==> config.mk <==
export PLATFORM = sky130hd
export DESIGN_NAME = mem_bus_arbiter_flat
export DESIGN_NICKNAME = d
export VERILOG_FILES = /design/src/rtl/mem_bus_arbiter_if.sv /design/src/rtl/mem_bus_arbiter.sv /design/src/flat_wrapper.sv
export SDC_FILE = /design/constraint.sdc
export NUM_CORES = 1
export LEC_CHECK = 0
export CAP_MARGIN = 15
export CORE_ASPECT_RATIO = 0.9
export CORE_UTILIZATION = 35
export CTS_BUF_LIST = sky130_fd_sc_hd__clkbuf_4 sky130_fd_sc_hd__clkbuf_8 sky130_fd_sc_hd__clkbuf_16
export DETAILED_ROUTE_END_ITERATION = 8
export PLACE_DENSITY = 0.73
export SYNTH_ARGS = -nofsm -noshare
export SYNTH_HDL_FRONTEND = slang
export SYNTH_SLANG_ARGS = --single-unit
==> constraint.sdc <==
create_clock -name clk -period 4 [get_ports clk]
set_input_delay 0.8 -clock clk [delete_from_list [all_inputs] [get_ports clk]]
set_output_delay 0.8 -clock clk [all_outputs]
set_load 0.05 [all_outputs]
==> src/rtl/mem_bus_arbiter_if.sv <==
// Bundles the per-channel cache buses and the downstream memory bus handled by mem_bus_arbiter.
// The slave modport is the arbiter side; the master modport is the caches/memory side.
interface mem_bus_arbiter_if #(
    parameter int NCH = 2,
    parameter int AW  = 32,
    parameter int DW  = 32
);
    localparam int RQW = 2 + AW + DW;
    localparam int RSW = 1 + DW;

    logic [NCH*RQW-1:0] ch_bus_in;
    logic [NCH*RSW-1:0] ch_bus_out;
    logic [NCH-1:0]     ch_err;
    logic [RQW-1:0]     mem_bus_out;
    logic [RSW-1:0]     mem_bus_in;
    logic [NCH-1:0]     grant;
    logic               busy;

    modport slave (
        input  ch_bus_in, mem_bus_in,
        output ch_bus_out, ch_err, mem_bus_out, grant, busy
    );

    modport master (
        output ch_bus_in, mem_bus_in,
        input  ch_bus_out, ch_err, mem_bus_out, grant, busy
    );
endinterface

==> src/rtl/mem_bus_arbiter.sv <==
// Round-robin arbiter merging NCH cache-side request buses onto one memory bus,
// with a per-transaction ack timeout that completes the transaction with an error flag.
module mem_bus_arbiter #(
    parameter int NCH     = 2,
    parameter int AW      = 32,
    parameter int DW      = 32,
    parameter int TIMEOUT = 255
) (
    input  logic             clk,
    input  logic             rst_n,
    mem_bus_arbiter_if.slave bus
);
    localparam int RQW = 2 + AW + DW;
    localparam int RSW = 1 + DW;
    localparam int IW  = (NCH > 1) ? $clog2(NCH) : 1;
    localparam int CW  = (TIMEOUT > 0) ? $clog2(TIMEOUT + 1) : 1;
    localparam logic [CW-1:0] CNT_LAST = (TIMEOUT > 0) ? CW'(TIMEOUT - 1) : '0;

    typedef enum logic [1:0] {IDLE, WAIT, RESP} state_t;

    state_t          state_q, state_d;
    logic [IW-1:0]   ptr_q;
    logic [IW-1:0]   gidx_q;
    logic [NCH-1:0]  grant_q;
    logic [NCH-1:0]  mask_q;
    logic [CW-1:0]   cnt_q;
    logic            we_q;
    logic [AW-1:0]   addr_q;
    logic [DW-1:0]   wdata_q;
    logic [DW-1:0]   rdata_q;
    logic            err_q;

    logic [NCH-1:0]  req_vec;
    logic [NCH-1:0]  eligible;
    logic            found;
    logic [IW-1:0]   sel_idx;
    logic            sel_we;
    logic [AW-1:0]   sel_addr;
    logic [DW-1:0]   sel_wdata;
    logic            mem_ack;
    logic [DW-1:0]   mem_rdata;
    logic            timeout_hit;

    assign mem_ack     = bus.mem_bus_in[RSW-1];
    assign mem_rdata   = bus.mem_bus_in[DW-1:0];
    assign timeout_hit = (TIMEOUT != 0) && (cnt_q == CNT_LAST);

    always_comb begin
        req_vec = '0;
        for (int i = 0; i < NCH; i++) begin
            req_vec[i] = bus.ch_bus_in[i*RQW + RQW - 1];
        end
    end

    // Search starts at the pointer and wraps; both loops unroll so every index is constant.
    always_comb begin
        eligible = req_vec & ~mask_q;
        found    = 1'b0;
        sel_idx  = '0;
        for (int p = 0; p < NCH; p++) begin
            if (ptr_q == IW'(p)) begin
                for (int k = 0; k < NCH; k++) begin
                    if (!found && eligible[(p + k) % NCH]) begin
                        found   = 1'b1;
                        sel_idx = IW'((p + k) % NCH);
                    end
                end
            end
        end
    end

    always_comb begin
        sel_we    = 1'b0;
        sel_addr  = '0;
        sel_wdata = '0;
        for (int i = 0; i < NCH; i++) begin
            if (sel_idx == IW'(i)) begin
                sel_we    = bus.ch_bus_in[i*RQW + AW + DW];
                sel_addr  = bus.ch_bus_in[i*RQW + DW +: AW];
                sel_wdata = bus.ch_bus_in[i*RQW +: DW];
            end
        end
    end

    always_ff @(posedge clk or negedge rst_n) begin
        if (!rst_n) begin
            state_q <= IDLE;
        end else begin
            state_q <= state_d;
        end
    end

    always_comb begin
        state_d         = state_q;
        bus.mem_bus_out = '0;
        bus.ch_bus_out  = '0;
        bus.ch_err      = '0;
        bus.busy        = 1'b0;
        bus.grant       = grant_q;
        case (state_q)
            IDLE: begin
                if (found) state_d = WAIT;
            end
            WAIT: begin
                bus.mem_bus_out = {1'b1, we_q, addr_q, wdata_q};
                bus.busy        = 1'b1;
                if (mem_ack || timeout_hit) state_d = RESP;
            end
            RESP: begin
                bus.busy = 1'b1;
                for (int i = 0; i < NCH; i++) begin
                    if (gidx_q == IW'(i)) begin
                        bus.ch_bus_out[i*RSW +: RSW] = {1'b1, rdata_q};
                        bus.ch_err[i]                = err_q;
                    end
                end
                state_d = IDLE;
            end
            default: state_d = IDLE;
        endcase
    end

    // Ack wins over timeout; the mask keeps the just-served channel out of the next IDLE decision.
    always_ff @(posedge clk or negedge rst_n) begin
        if (!rst_n) begin
            ptr_q   <= '0;
            gidx_q  <= '0;
            grant_q <= '0;
            mask_q  <= '0;
            cnt_q   <= '0;
            we_q    <= 1'b0;
            addr_q  <= '0;
            wdata_q <= '0;
            rdata_q <= '0;
            err_q   <= 1'b0;
        end else begin
            case (state_q)
                IDLE: begin
                    mask_q <= '0;
                    if (found) begin
                        gidx_q  <= sel_idx;
                        grant_q <= NCH'(1) << sel_idx;
                        we_q    <= sel_we;
                        addr_q  <= sel_addr;
                        wdata_q <= sel_wdata;
                        cnt_q   <= '0;
                    end
                end
                WAIT: begin
                    if (cnt_q != '1) cnt_q <= cnt_q + CW'(1);
                    if (mem_ack) begin
                        rdata_q <= mem_rdata;
                        err_q   <= 1'b0;
                    end else if (timeout_hit) begin
                        rdata_q <= '0;
                        err_q   <= 1'b1;
                    end
                end
                RESP: begin
                    ptr_q   <= (gidx_q == IW'(NCH - 1)) ? '0 : gidx_q + IW'(1);
                    mask_q  <= grant_q;
                    cnt_q   <= '0;
                    grant_q <= '0;
                end
                default: ;
            endcase
        end
    end
endmodule

==> src/flat_wrapper.sv <==
// flat-port wrapper written by rule: the top's interface ports become plain ports
module mem_bus_arbiter_flat 
#(
    parameter int NCH     = 2,
    parameter int AW      = 32,
    parameter int DW      = 32,
    parameter int TIMEOUT = 255
)
  (clk, rst_n, bus_ch_bus_in, bus_mem_bus_in, bus_ch_bus_out, bus_ch_err, bus_mem_bus_out, bus_grant, bus_busy);
  mem_bus_arbiter_if #(.NCH(NCH), .AW(AW), .DW(DW)) bus_i ();
  input  logic clk;
  input  logic rst_n;
  input wire logic [$bits(bus_i.ch_bus_in)-1:0] bus_ch_bus_in;
  input wire logic [$bits(bus_i.mem_bus_in)-1:0] bus_mem_bus_in;
  output wire logic [$bits(bus_i.ch_bus_out)-1:0] bus_ch_bus_out;
  output wire logic [$bits(bus_i.ch_err)-1:0] bus_ch_err;
  output wire logic [$bits(bus_i.mem_bus_out)-1:0] bus_mem_bus_out;
  output wire logic [$bits(bus_i.grant)-1:0] bus_grant;
  output wire logic [$bits(bus_i.busy)-1:0] bus_busy;
  assign bus_i.ch_bus_in = bus_ch_bus_in;
  assign bus_i.mem_bus_in = bus_mem_bus_in;
  assign bus_ch_bus_out = bus_i.ch_bus_out;
  assign bus_ch_err = bus_i.ch_err;
  assign bus_mem_bus_out = bus_i.mem_bus_out;
  assign bus_grant = bus_i.grant;
  assign bus_busy = bus_i.busy;
  mem_bus_arbiter #(.NCH(NCH), .AW(AW), .DW(DW), .TIMEOUT(TIMEOUT)) u_core (.clk(clk), .rst_n(rst_n), .bus(bus_i));
endmodule
==> results of run 1 <==
-- where the power goes --
part           internal [mW]  switching (mW)  leakage [nW]
combinational           1.50            2.32          2.76
clock                  0.946           0.534         0.279
sequential              1.69           0.381          1.43
-- through the flow --
| step | area (sq um) | setup WS (ns) | cells | power, mW |
|---|---|---|---|---|
| finish | 9730 | 0.490 | 1039 | 7.37 |
| global route | 9730 | 0.364 | 1039 | 7.76 |
| CTS | 9730 | 0.440 | 1039 | 7.41 |
| detailed placement | 9140 | 0.888 | 1007 | 5.89 |
| global placement | 9140 | 0.943 | 1007 | 5.79 |
| floorplan | 5690 | 1.14 | 543 | 4.55 |
-- registers in the layout, summed over array words and instances, names as in the netlist --
signal,count
u_core.err_q,1
u_core.we_q,1
u_core.ptr_q,1
u_core.addr_q,32
u_core.mask_q,2
u_core.cnt_q,8
u_core.gidx_q,1
u_core.state_q,2
u_core.wdata_q,32
u_core.rdata_q,32
u_core.bus.grant,2
-- worst register-to-register path: cells and delay by family (launching register included) --
family / cells / cell delay (ns)
flip-flops: 1 / 0.40
adder cells (fa/ha/maj): 1 / 0.37
AO/OA/AOI/OAI: 2 / 1.06
buffers and inverters: 3 / 0.67
-- worst max-delay path by stage --
stage	from	end	cells past startpoint
3_3_place_gp	u_core.state_q[1]	bus_mem_bus_out[31]	5
5_1_grt	u_core.state_q[1]	bus_mem_bus_out[31]	5
3_5_place_dp	u_core.state_q[1]	bus_mem_bus_out[31]	5
2_1_floorplan	u_core.state_q[0]	bus_ch_bus_out[24]	6
4_1_cts	u_core.state_q[1]	bus_mem_bus_out[31]	5
6_report	u_core.state_q[1]	bus_mem_bus_out[31]	5
-- routing by layer --
| metal | wire, um | GRT usage (%) | share of wire (%) | vias up |
|---|---|---|---|---|
| li1 | - | - | - | 2521 |
| met1 | 7510 | 27.1 | 40 | 2707 |
| met2 | 9450 | 37.8 | 50 | 271 |
| met3 | 1240 | 3.98 | 6.6 | 44 |
| met4 | 620 | 11.5 | 3.3 | 0 |
| met5 | 0 | 0 | 0 | - |
-- area by class of cell --
class | count | share of cell area, %
repair buffers | 312 | 35.5
flip-flops and latches | 114 | 29.3
multi-input cells | 307 | 23.8
clock buffers | 20 | 4.67
inverters | 72 | 2.78
well taps | 202 | 2.60
clock inverters | 12 | 1.39
-- cell families (layout without fill, tap and decap cells) --
group | after synthesis | in the layout
and+or+nand+nor | 169 | 169
adders and majority gates | 6 | 6
muxes | 2 | 2
buffers and inverters | 122 | 416
AOI/OAI and AO/OA | 130 | 130
DFF | 114 | 114
-- synthesized netlist by cell type, drive strengths merged (2+ instances only) --
master	n
a21boi	4
nand4	2
o31ai	2
or3	2
and2	99
ha	6
nand3	3
a21o	3
a222oi	65
a21oi	4
mux2i	2
nor3	3
a22o	32
buf	23
or4	3
dfrtp	114
clkbuf	27
and3	35
nand2b	6
nand2	11
o21ai	14
inv	72
==> impl_table.tex, run 1 <==
\begin{tabular}{lr}
\hline
Metric & Value \\
\hline
\multicolumn{2}{l}{\textbf{STA}} \\
\quad Max Slew Vio Count & 0 \\
\quad Final setup violating endpoints & 0 \\
\quad Worst slew pin tran & 0.961 ns \\
\quad Count of endpoints failing hold in the final timing report & 0 \\
\quad Part of the cycle the worst path needs & 87.7\% \\
\quad Worst hold-check slack & 0.476 ns \\
\quad Setup repair after global routing missed its margin & false \\
\quad Setup Skew & 0.0108 ns \\
\quad Relative slew slack & 35.9\% \\
\quad Post-layout minimum cycle time & 3.51 ns \\
\quad Peak Freq & 285 MHz \\
\quad Post-route setup TNS & 0 ns \\
\multicolumn{2}{l}{\textbf{GRT}} \\
\quad GR Overflow Total & 0 \\
\quad Initial antenna violation count & 0 \\
\quad Maximum number of pins on one net before global-route repair & 68 \\
\quad Overall fraction of global-route tracks in use & 22.3\% \\
\quad Vias in the first global route & 5,386 \\
\quad Global-route wire length before repair & 28.4 mm \\
\multicolumn{2}{l}{\textbf{Setup path}} \\
\quad R2R depth & 6 \\
\quad Slowest cell delay on critical path & 0.82 ns \\
\quad Startpoint types & register \\
\quad Arrival time at the worst endpoint & 2.71 ns \\
\quad Buffer and inverter count on the worst path & 3 \\
\quad Crit path max-delay cell type & clkdlybuf4s50\_1 \\
\quad Critical path capture point type & output port \\
\quad CP Class & register to output port \\
\quad Family with the most delay on the worst path & buffers and inverters \\
\quad RR Startpoint & u\_core.state\_q[0] \\
\quad Cell chain of the critical path & inv\_1 -> ha\_2 -> buf\_12 -> and2\_1 -> clkdlybuf4s50\_1 \\
\quad Data required time at the worst endpoint & 3.20 ns \\
\quad R2R setup slack & 1.43 ns \\
\quad Maximum fanout count along the critical path & 49 \\
\quad FF-to-FF End & u\_core.addr\_q[12] \\
\multicolumn{2}{l}{\textbf{Synthesis}} \\
\quad Proportion of synthesized flip-flops having asynchronous set or reset & 100\% \\
\quad Xor and xnor fraction of the mapped netlist area & 0\% \\
\quad Most instantiated flip-flop cell in the synthesis netlist & dfrtp\_1 \\
\quad Seq/Total Area, Yosys & 50.2\% \\
\quad Largest family of logic cells by synthesized area & compound AO/OA/AOI/OAI gates \\
\quad Mapped Nets & 716 \\
\quad Basic-gate share of the synthesized area counting and, or, nand and nor cells & 18.4\% \\
\quad Synthesized-area fraction occupied by adder cells & 1.32\% \\
\quad Compound-gate portion of the synthesized area & 20.2\% \\
\quad Number of cells produced by synthesis & 543 \\
\quad Mean post-synth cell area & 10.5 sq um \\
\quad Post-synth EDFFs & 0 \\
\quad Distinct cell type count after synthesis & 40 \\
\quad Synthesis-stage register bit count & 114 \\
\quad Portion of netlist area occupied by mux cells & 0.352\% \\
\quad Post-synth top area cell & dfrtp\_1 \\
\quad Share of the synthesized area in the top cell type & 50.2\% \\
\quad Mapped Area & 0.00569 sq mm \\
\quad Most area-consuming cells after synthesis & dfrtp\_1, a222oi\_1, and2\_1, a22o\_1, inv\_1 \\
\quad Synth Warn \# & 0 \\
\multicolumn{2}{l}{\textbf{Detailed routing}} \\
\quad Detailed Route Iter0 Violations & 527 \\
\quad Number of DRC violations after detailed routing & 0 \\
\quad Routed Wire Length & 18.8 mm \\
\quad Detail Route Antenna Nets & 0 \\
\quad DR vias/cell & 5.33 \\
\quad Wire per inst & 18.1 um \\
\quad Detailed-routing iteration count for the pre-antenna-repair pass & 7 \\
\quad Detailed-route via count & 5,543 \\
\multicolumn{2}{l}{\textbf{Floorplan}} \\
\quad Num ports & 304 \\
\quad Starting density of the core & 36.3\% \\
\quad Total Die Area & 0.0168 sq mm \\
\quad Floorplan core area & 0.0157 sq mm \\
\quad Cell Rows & 43 \\
\quad Die H & 123 um \\
\quad Die span in x & 136 um \\
\multicolumn{2}{l}{\textbf{Pwr}} \\
\quad Leak & 4.46 nW \\
\quad VDD IR-drop max & 0.000402 V \\
\quad Areal power density over the cells & 757 mW/mm\^{}2 \\
\multicolumn{2}{l}{\textbf{CTS}} \\
\quad Count of instances resized after the clock tree is built & 0 \\
\quad Clk Latency, worst-skew pair & 0.41 ns \\
\quad Depth of the CTS H-tree & 4 \\
\quad CTS Sinks & 114 \\
\quad Root Driver & clkbuf\_16 \\
\quad Cts bufs inserted & 17 \\
\quad Buffer levels on the longest clock path & 2 \\
\quad Number of setup buffers added after CTS & 0 \\
\quad TritonCTS clock tree & done \\
\quad Number of hold buffers added after CTS & 0 \\
\quad Clock input transition at the sequential cells of the worst setup and hold paths & 0.06 ns \\
\multicolumn{2}{l}{\textbf{Layout}} \\
\quad Fin util & 62.2\% \\
\quad Leading cell types in the layout, fill and taps excluded & clkdlybuf4s50\_1, dfrtp\_1, and2\_1 \\
\quad Area taken by flip-flops and latches & 0.00285 sq mm \\
\quad Final net count & 997 \\
\quad Multi-input logic area & 0.00231 sq mm \\
\quad Filler instances & 1,214 \\
\quad Area growth, synth to finish & 71.1\% \\
\quad Fraction of layout cells with a size suffix above 1 & 10.3\% \\
\quad Most common cell after layout, fill and taps aside & clkdlybuf4s50\_1 \\
\quad Antenna diode instance count & 0 \\
\multicolumn{2}{l}{\textbf{Placement}} \\
\quad Routability congestion estimate from global placement & 0.806 \\
\quad Placed wire-length estimate after detailed placement & 13.3 mm \\
\quad Count of buffers inserted at the top-level ports & 303 \\
\multicolumn{2}{l}{\textbf{Run status}} \\
\quad Status & finished clean \\
\multicolumn{2}{l}{\textbf{Hold path}} \\
\quad Hold/Removal Path Class & input port to async pin \\
\multicolumn{2}{l}{\textbf{Run}} \\
\quad Max capacitance violation total & 0 \\
\hline
\end{tabular}
No activity file was read; power rests on OpenSTA's default activity.
==> run 2: changes to the inputs <==
==> constraint.sdc (replaced) <==
create_clock -name clk -period 3.9 [get_ports clk]
set_input_delay 0.78 -clock clk [delete_from_list [all_inputs] [get_ports clk]]
set_output_delay 0.78 -clock clk [all_outputs]
set_load 0.05 [all_outputs]
==> run 2 against run 1 <==
Compared with the run above:
- first-iteration DRC count shrank 0.19%
- die area is the same
- worst hold slack lost 0.067 ns
- critical path depth is the same
- clock-buffer cell count grew 2
- non-clock buffer count is the same
- total power grew 5.6%
- routed wire length grew 0.72%
- final area grew 0.86%
- core utilization grew 0.54 points
- critical path type unchanged
- critical endpoint is now bus_ch_bus_out[62]
- largest cell class unchanged
- highest routed layer unchanged
==> impl_table.tex, run 2 (synthesized netlist as in run 1, its figures left out) <==
\begin{tabular}{lr}
\hline
Metric & Value \\
\hline
\multicolumn{2}{l}{\textbf{Layout}} \\
\quad Multi-input logic area & 0.00231 sq mm (unchanged) \\
\quad Leading cell types in the layout, fill and taps excluded & clkdlybuf4s50\_1, dfrtp\_1, and2\_1 \\
\quad Fin util & 62.7\% (+0.54 points) \\
\quad Area taken by flip-flops and latches & 0.00285 sq mm (unchanged) \\
\quad Antenna diode instance count & 0 (unchanged) \\
\quad Area growth, synth to finish & 72.6\% \\
\quad Fraction of layout cells with a size suffix above 1 & 10.3\% (unchanged) \\
\quad Post-route insts no fill & 1,039 (unchanged) \\
\quad Filler instances & 1,213 (-0.082\%) \\
\quad Final net count & 997 (unchanged) \\
\quad Most common cell after layout, fill and taps aside & clkdlybuf4s50\_1 \\
\quad Largest registers & u\_core.addr\_q x32, u\_core.rdata\_q x32, u\_core.wdata\_q x32 \\
\quad Design area & 0.00982 sq mm (+0.86\%) \\
\multicolumn{2}{l}{\textbf{CTS}} \\
\quad Buffer levels on the longest clock path & 2 (unchanged) \\
\quad Root Driver & clkbuf\_16 \\
\quad Number of hold buffers added after CTS & 0 (unchanged) \\
\quad Depth of the CTS H-tree & 4 (unchanged) \\
\quad CTS Sinks & 114 (unchanged) \\
\quad Count of instances resized after the clock tree is built & 0 (unchanged) \\
\quad Clk Latency, worst-skew pair & 0.41 ns (about the same) \\
\quad Cts bufs inserted & 17 (unchanged) \\
\quad Number of setup buffers added after CTS & 0 (unchanged) \\
\quad TritonCTS clock tree & done \\
\quad Clock input transition at the sequential cells of the worst setup and hold paths & 0.05 ns (about the same) \\
\multicolumn{2}{l}{\textbf{Setup path}} \\
\quad Cell chain of the critical path & inv\_1 -> ha\_1 -> buf\_4 -> and3\_1 -> clkdlybuf4s50\_1 \\
\quad RR Startpoint & u\_core.state\_q[1] \\
\quad Maximum fanout count along the critical path & 22 (-55\%) \\
\quad R2R depth & 6 (unchanged) \\
\quad R2R setup slack & 1.46 ns (+0.03 ns) \\
\quad Slowest cell delay on critical path & 0.83 ns (about the same) \\
\quad Data required time at the worst endpoint & 3.12 ns (-0.08 ns) \\
\quad Crit path max-delay cell type & clkdlybuf4s50\_1 \\
\quad Critical path capture point type & output port \\
\quad Arrival time at the worst endpoint & 2.75 ns (+0.04 ns) \\
\quad Startpoint types & register \\
\quad CP Class & register to output port \\
\quad FF-to-FF End & u\_core.wdata\_q[16] \\
\multicolumn{2}{l}{\textbf{Placement}} \\
\quad Placed wire-length estimate after detailed placement & 13.5 mm (+1.5\%) \\
\quad Post-placement cell area & 0.00916 sq mm (+0.14\%) \\
\quad Number of placed instances with taps included & 1,007 (unchanged) \\
\quad Count of buffers inserted at the top-level ports & 303 (unchanged) \\
\quad Routability congestion estimate from global placement & 0.829 (+2.9\%) \\
\multicolumn{2}{l}{\textbf{Pwr}} \\
\quad Switching power as a share of total power & 42.4\% (-1.5 points) \\
\quad Areal power density over the cells & 793 mW/mm\^{}2 (+4.7\%) \\
\quad Switching pwr & 3.30 mW (+2.0\%) \\
\quad Gate power share & 50.7\% (-1.2 points) \\
\quad Internal cell power & 4.48 mW (+8.4\%) \\
\quad VDD IR-drop max & 0.000433 V (+7.8\%) \\
\quad Leak & 4.52 nW (+1.3\%) \\
\quad Sequential share of power & 27.2\% (-0.8 points) \\
\quad Share of total power in the clock network & 22.1\% (+2.0 points) \\
\multicolumn{2}{l}{\textbf{GRT}} \\
\quad Maximum number of pins on one net before global-route repair & 115 (+69\%) \\
\quad Vias in the first global route & 5,355 (-0.58\%) \\
\quad Global-route wire length before repair & 28.6 mm (+0.80\%) \\
\quad GR Overflow Total & 0 (unchanged) \\
\quad Initial antenna violation count & 0 (unchanged) \\
\quad Overall fraction of global-route tracks in use & 22.5\% (+0.22 points) \\
\multicolumn{2}{l}{\textbf{Floorplan}} \\
\quad Die span in x & 136 um (unchanged) \\
\quad Total Die Area & 0.0168 sq mm (unchanged) \\
\quad Floorplan core area & 0.0157 sq mm (unchanged) \\
\quad Cell Rows & 43 (unchanged) \\
\quad Num ports & 304 (unchanged) \\
\quad Die H & 123 um (unchanged) \\
\quad Starting density of the core & 36.3\% (unchanged) \\
\multicolumn{2}{l}{\textbf{STA}} \\
\quad Worst slew pin tran & 0.854 ns (-0.107 ns) \\
\quad Part of the cycle the worst path needs & 90.4\% \\
\quad Final setup violating endpoints & 0 (unchanged) \\
\quad Setup repair after global routing missed its margin & false \\
\quad Relative slew slack & 43.1\% (+7.2 points) \\
\quad Post-route setup TNS & 0 ns (unchanged) \\
\quad Setup Skew & 0.00778 ns (-0.00302 ns) \\
\quad Max Slew Vio Count & 0 (unchanged) \\
\quad Count of endpoints failing hold in the final timing report & 0 (unchanged) \\
\quad Peak Freq & 284 MHz \\
\quad Post-layout minimum cycle time & 3.53 ns \\
\multicolumn{2}{l}{\textbf{Detailed routing}} \\
\quad Routed Wire Length & 19.0 mm (+0.72\%) \\
\quad Wire per inst & 18.2 um (+0.72\%) \\
\quad Detailed-route via count & 5,421 (-2.2\%) \\
\quad Number of DRC violations after detailed routing & 0 (unchanged) \\
\quad Detailed-routing iteration count for the pre-antenna-repair pass & 8 (+1) \\
\quad DR vias/cell & 5.22 (-2.2\%) \\
\quad Detailed Route Iter0 Violations & 526 (-0.19\%) \\
\quad Detail Route Antenna Nets & 0 (unchanged) \\
\multicolumn{2}{l}{\textbf{Hold path}} \\
\quad Hold/Removal Path Class & input port to async pin \\
\multicolumn{2}{l}{\textbf{Run}} \\
\quad Max capacitance violation total & 0 (unchanged) \\
\multicolumn{2}{l}{\textbf{Run status}} \\
\quad Status & finished clean \\
\hline
\end{tabular}
[run 2: changes by cell type in the layout (fill, tap and decap cells not counted), sizes merged]
| cell | before | now |
|---|---|---|
| clkinv | 6 | 5 |
| clkinvlp | 4 | 0 |
| clkbuf | 20 | 22 |
| bufinv | 2 | 5 |
[run 2: final cells by class]
cell class	count	share of cell area, %
clock inverters	10	1.82
multi-input cells	307	23.6
inverters	72	2.75
clock buffers	22	4.91
repair buffers	312	35.3
flip-flops and latches	114	29.1
well taps	202	2.57
[run 2: through the flow]
| stage | setup WS, ns | power (mW) | hold slack (ns) |
|---|---|---|---|
| global placement | 0.857 | 5.98 | 0.463 |
| CTS | 0.338 | 7.84 | 0.478 |
| detailed placement | 0.787 | 6.08 | 0.469 |
| floorplan | 1.06 | 4.66 | 0.452 |
| finish | 0.373 | 7.78 | 0.409 |
| global route | 0.227 | 8.22 | 0.477 |
[run 2: how the worst max path moves through the flow]
stage                      start                   to
4_1_cts        u_core.state_q[1]  bus_mem_bus_out[31]
3_3_place_gp   u_core.state_q[1]  bus_mem_bus_out[31]
2_1_floorplan  u_core.state_q[0]   bus_ch_bus_out[24]
3_5_place_dp   u_core.state_q[1]  bus_mem_bus_out[31]
6_report       u_core.state_q[0]   bus_ch_bus_out[62]
5_1_grt        u_core.state_q[0]   bus_ch_bus_out[62]
[run 2: power by group through the flow]
| stage | registers, mW | logic [mW] | clock network, mW |
|---|---|---|---|
| after floorplan | 1.98 | 2.69 | 0 |
| after global placement | 2.09 | 3.89 | 0 |
| after detailed placement | 2.11 | 3.97 | 0 |
| after CTS | 2.11 | 3.98 | 1.74 |
| after global routing | 2.18 | 4.23 | 1.81 |
| final | 2.12 | 3.95 | 1.72 |
[run 2: worst max-delay path, delay by kind of cell (launching register included)]
kind	cells	cell delay (ns)
adder cells (fa/ha/maj)	1	0.49
buffers and inverters	3	1.25
AND/OR/NAND/NOR	1	0.19
flip-flops	1	0.40
[run 2: metal layers]
metal	vias up	GRT usage (%)	wire, um
met4	0	9.79	377
met2	225	38.0	9570
met3	29	5.29	1190
met1	2646	27.5	7830
li1	2521	-	-
met5	-	0	0
==> run 3: changes to the inputs <==
--- a/config.mk
+++ b/config.mk
@@ -7,10 +7,10 @@
 export LEC_CHECK = 0
 export CAP_MARGIN = 15
 export CORE_ASPECT_RATIO = 0.9
-export CORE_UTILIZATION = 35
+export CORE_UTILIZATION = 33
 export CTS_BUF_LIST = sky130_fd_sc_hd__clkbuf_4 sky130_fd_sc_hd__clkbuf_8 sky130_fd_sc_hd__clkbuf_16
 export DETAILED_ROUTE_END_ITERATION = 8
-export PLACE_DENSITY = 0.73
+export PLACE_DENSITY = 0.69
 export SYNTH_ARGS = -nofsm -noshare
 export SYNTH_HDL_FRONTEND = slang
 export SYNTH_SLANG_ARGS = --single-unit
==> constraint.sdc (replaced) <==
create_clock -name clk -period 3.9 [get_ports clk]
set_input_delay 0.585 -clock clk [delete_from_list [all_inputs] [get_ports clk]]
set_output_delay 0.585 -clock clk [all_outputs]
set_load 0.05 [all_outputs]
==> run 3 against run 2 <==
Compared with the run above:
- setup slack improved by 0.10 ns
- sequential power about the same
- clock power shrank 9%
- final cell count is 0.67% higher
- clock-buffer cell count increased by 1
- core utilization shrank 4.8 points
- clock skew up 0.00097 ns
- worst hold slack got worse by 0.34 ns
- flip-flop and latch count unchanged
- combinational power about the same
- total power down 2.2%
==> impl_table.tex, run 3 (synthesized netlist as in run 1, its figures left out) <==
\begin{tabular}{lr}
\hline
Metric & Value \\
\hline
\multicolumn{2}{l}{\textbf{Floorplan}} \\
\quad Die H & 127 um (+2.9\%) \\
\quad Floorplan core area & 0.0169 sq mm (+7.9\%) \\
\quad Starting density of the core & 33.7\% (-2.7 points) \\
\quad Cell Rows & 45 (+4.7\%) \\
\quad Total Die Area & 0.0178 sq mm (+6.0\%) \\
\quad Num ports & 304 (unchanged) \\
\quad Die span in x & 140 um (+2.9\%) \\
\multicolumn{2}{l}{\textbf{Detailed routing}} \\
\quad Number of DRC violations after detailed routing & 0 (unchanged) \\
\quad Detail Route Antenna Nets & 0 (unchanged) \\
\quad Detailed-routing iteration count for the pre-antenna-repair pass & 9 (+1) \\
\quad Wire per inst & 18.0 um (-1.3\%) \\
\quad DR vias/cell & 5.21 (about the same) \\
\quad Detailed-route via count & 5,454 (+0.61\%) \\
\quad Detailed Route Iter0 Violations & 477 (-9.3\%) \\
\quad Routed Wire Length & 18.8 mm (-0.68\%) \\
\multicolumn{2}{l}{\textbf{STA}} \\
\quad Post-route setup TNS & 0 ns (unchanged) \\
\quad Worst hold-check slack & 0.0654 ns (-0.343 ns) \\
\quad Peak Freq & 292 MHz (+3.0\%) \\
\quad Count of endpoints failing hold in the final timing report & 0 (unchanged) \\
\quad Final setup violating endpoints & 0 (unchanged) \\
\quad Post-layout minimum cycle time & 3.42 ns (-0.104 ns) \\
\quad Worst slew pin tran & 0.966 ns (+0.113 ns) \\
\quad Part of the cycle the worst path needs & 87.8\% (-2.7 points) \\
\quad Max Slew Vio Count & 0 (unchanged) \\
\quad Setup Skew & 0.00874 ns (+0.000966 ns) \\
\quad Relative slew slack & 35.6\% (-7.5 points) \\
\quad Setup repair after global routing missed its margin & false \\
\multicolumn{2}{l}{\textbf{Hold path}} \\
\quad Hold/Removal Path Class & input port to async pin \\
\multicolumn{2}{l}{\textbf{GRT}} \\
\quad Maximum number of pins on one net before global-route repair & 88 (-23\%) \\
\quad Global-route wire length before repair & 29.5 mm (+3.1\%) \\
\quad GR Overflow Total & 0 (unchanged) \\
\quad Initial antenna violation count & 0 (unchanged) \\
\quad Vias in the first global route & 5,444 (+1.7\%) \\
\quad Overall fraction of global-route tracks in use & 21.4\% (-1.1 points) \\
\multicolumn{2}{l}{\textbf{Run}} \\
\quad Max capacitance violation total & 0 (unchanged) \\
\multicolumn{2}{l}{\textbf{Pwr}} \\
\quad Share of total power in the clock network & 20.5\% (-1.6 points) \\
\quad Internal cell power & 4.34 mW (-3.1\%) \\
\quad VDD IR-drop max & 0.000370 V (-15\%) \\
\quad Sequential share of power & 27.8\% (+0.6 points) \\
\quad Areal power density over the cells & 778 mW/mm\^{}2 (-1.8\%) \\
\quad Leak & 4.49 nW (-0.58\%) \\
\quad Gate power share & 51.6\% (+0.9 points) \\
\quad Switching power as a share of total power & 42.9\% (+0.52 points) \\
\quad Switching pwr & 3.27 mW (-1.0\%) \\
\multicolumn{2}{l}{\textbf{CTS}} \\
\quad Count of instances resized after the clock tree is built & 0 (unchanged) \\
\quad Clock input transition at the sequential cells of the worst setup and hold paths & 0.05 ns (about the same) \\
\quad Root Driver & clkbuf\_16 \\
\quad Cts bufs inserted & 17 (unchanged) \\
\quad Buffer levels on the longest clock path & 2 (unchanged) \\
\quad Depth of the CTS H-tree & 4 (unchanged) \\
\quad Number of setup buffers added after CTS & 0 (unchanged) \\
\quad Clk Latency, worst-skew pair & 0.41 ns (about the same) \\
\quad TritonCTS clock tree & done \\
\quad CTS Sinks & 114 (unchanged) \\
\quad Number of hold buffers added after CTS & 0 (unchanged) \\
\multicolumn{2}{l}{\textbf{Setup path}} \\
\quad Maximum fanout count along the critical path & 31 (+41\%) \\
\quad Family with the most delay on the worst path & buffers and inverters \\
\quad Data required time at the worst endpoint & 3.31 ns (+0.19 ns) \\
\quad Critical path capture point type & output port \\
\quad Crit path max-delay cell type & clkdlybuf4s50\_1 \\
\quad CP Class & register to output port \\
\quad Slowest cell delay on critical path & 0.81 ns (-0.02 ns) \\
\quad Arrival time at the worst endpoint & 2.84 ns (+0.09 ns) \\
\quad Cell chain of the critical path & inv\_1 -> ha\_2 -> buf\_4 -> and2\_1 -> clkdlybuf4s50\_1 \\
\quad Startpoint types & register \\
\quad R2R setup slack & 1.59 ns (+0.13 ns) \\
\quad Buffer and inverter count on the worst path & 3 (unchanged) \\
\multicolumn{2}{l}{\textbf{Placement}} \\
\quad Placed wire-length estimate after detailed placement & 13.4 mm (-0.32\%) \\
\quad Routability congestion estimate from global placement & 0.816 (-1.6\%) \\
\quad Count of buffers inserted at the top-level ports & 303 (unchanged) \\
\quad Number of placed instances with taps included & 1,016 (+0.89\%) \\
\multicolumn{2}{l}{\textbf{Layout}} \\
\quad Leading cell types in the layout, fill and taps excluded & clkdlybuf4s50\_1, dfrtp\_1, and2\_1 \\
\quad Fraction of layout cells with a size suffix above 1 & 10.1\% (-0.21 points) \\
\quad Antenna diode instance count & 0 (unchanged) \\
\quad Filler instances & 1,395 (+15\%) \\
\quad Largest registers & u\_core.addr\_q x32, u\_core.rdata\_q x32, u\_core.wdata\_q x32 \\
\quad Area growth, synth to finish & 71.9\% \\
\quad Fin util & 57.9\% (-4.8 points) \\
\quad Most common cell after layout, fill and taps aside & clkdlybuf4s50\_1 \\
\quad Post-route insts no fill & 1,046 (+0.67\%) \\
\quad Final net count & 998 (+0.10\%) \\
\quad Area taken by flip-flops and latches & 0.00285 sq mm (unchanged) \\
\quad Multi-input logic area & 0.00231 sq mm (unchanged) \\
\multicolumn{2}{l}{\textbf{Run status}} \\
\quad Status & finished clean \\
\hline
\end{tabular}
## run 3: metrics by stage
step	setup slack, ns	power (mW)	area [sq um]
after CTS	0.424	7.67	9750
final	0.477	7.61	9780
after detailed placement	0.882	6.06	9150
after floorplan	1.25	4.66	5690
after global placement	0.976	5.96	9150
after global routing	0.278	8.03	9780
## run 3: layer usage
metal | up-vias | GRT usage [%] | wire length [um]
li1 | 2517 | - | -
met1 | 2684 | 25.1 | 7540
met2 | 228 | 38.0 | 9830
met3 | 25 | 5.29 | 1080
met4 | 0 | 7.30 | 369
met5 | - | 0 | 0
## run 3: worst register-to-register path, delay by kind of cell (launching register included)
family,cells,cell delay (ns)
DFF,1,0.40
buffers and inverters,4,0.65
adders and majority gates,1,0.35
AOI/OAI and AO/OA,2,0.84
## run 3: area by class of cell
| cell class | count | share of cell area, % |
|---|---|---|
| Tap cell | 211 | 2.70 |
| Inverter | 72 | 2.76 |
| Clock inverter | 6 | 1.08 |
| Multi-Input combinational cell | 307 | 23.7 |
| Timing Repair Buffer | 313 | 35.6 |
| Sequential cell | 114 | 29.2 |
| Clock buffer | 23 | 5.00 |
## run 3: power groups by stage
stage,Combinational (mW),Sequential (mW),Clock (mW)
final,3.93,2.12,1.56
after global routing,4.20,2.19,1.65
after CTS,3.96,2.11,1.60
after detailed placement,3.95,2.12,0
after global placement,3.86,2.11,0
after floorplan,2.69,1.98,0
## run 3: path summary, 6_finish.rpt
kind,startpoint,to,cells after the start
setup reg to reg,u_core.state_q[0],u_core.addr_q[1],7
max in group asynchronous,rst_n,u_core.wdata_q[25],3
min in group clk,u_core.addr_q[13],u_core.addr_q[13],2
hold reg to reg,u_core.addr_q[13],u_core.addr_q[13],2
hold / removal,rst_n,u_core.rdata_q[1],1
setup / recovery,u_core.state_q[1],bus_mem_bus_out[5],5
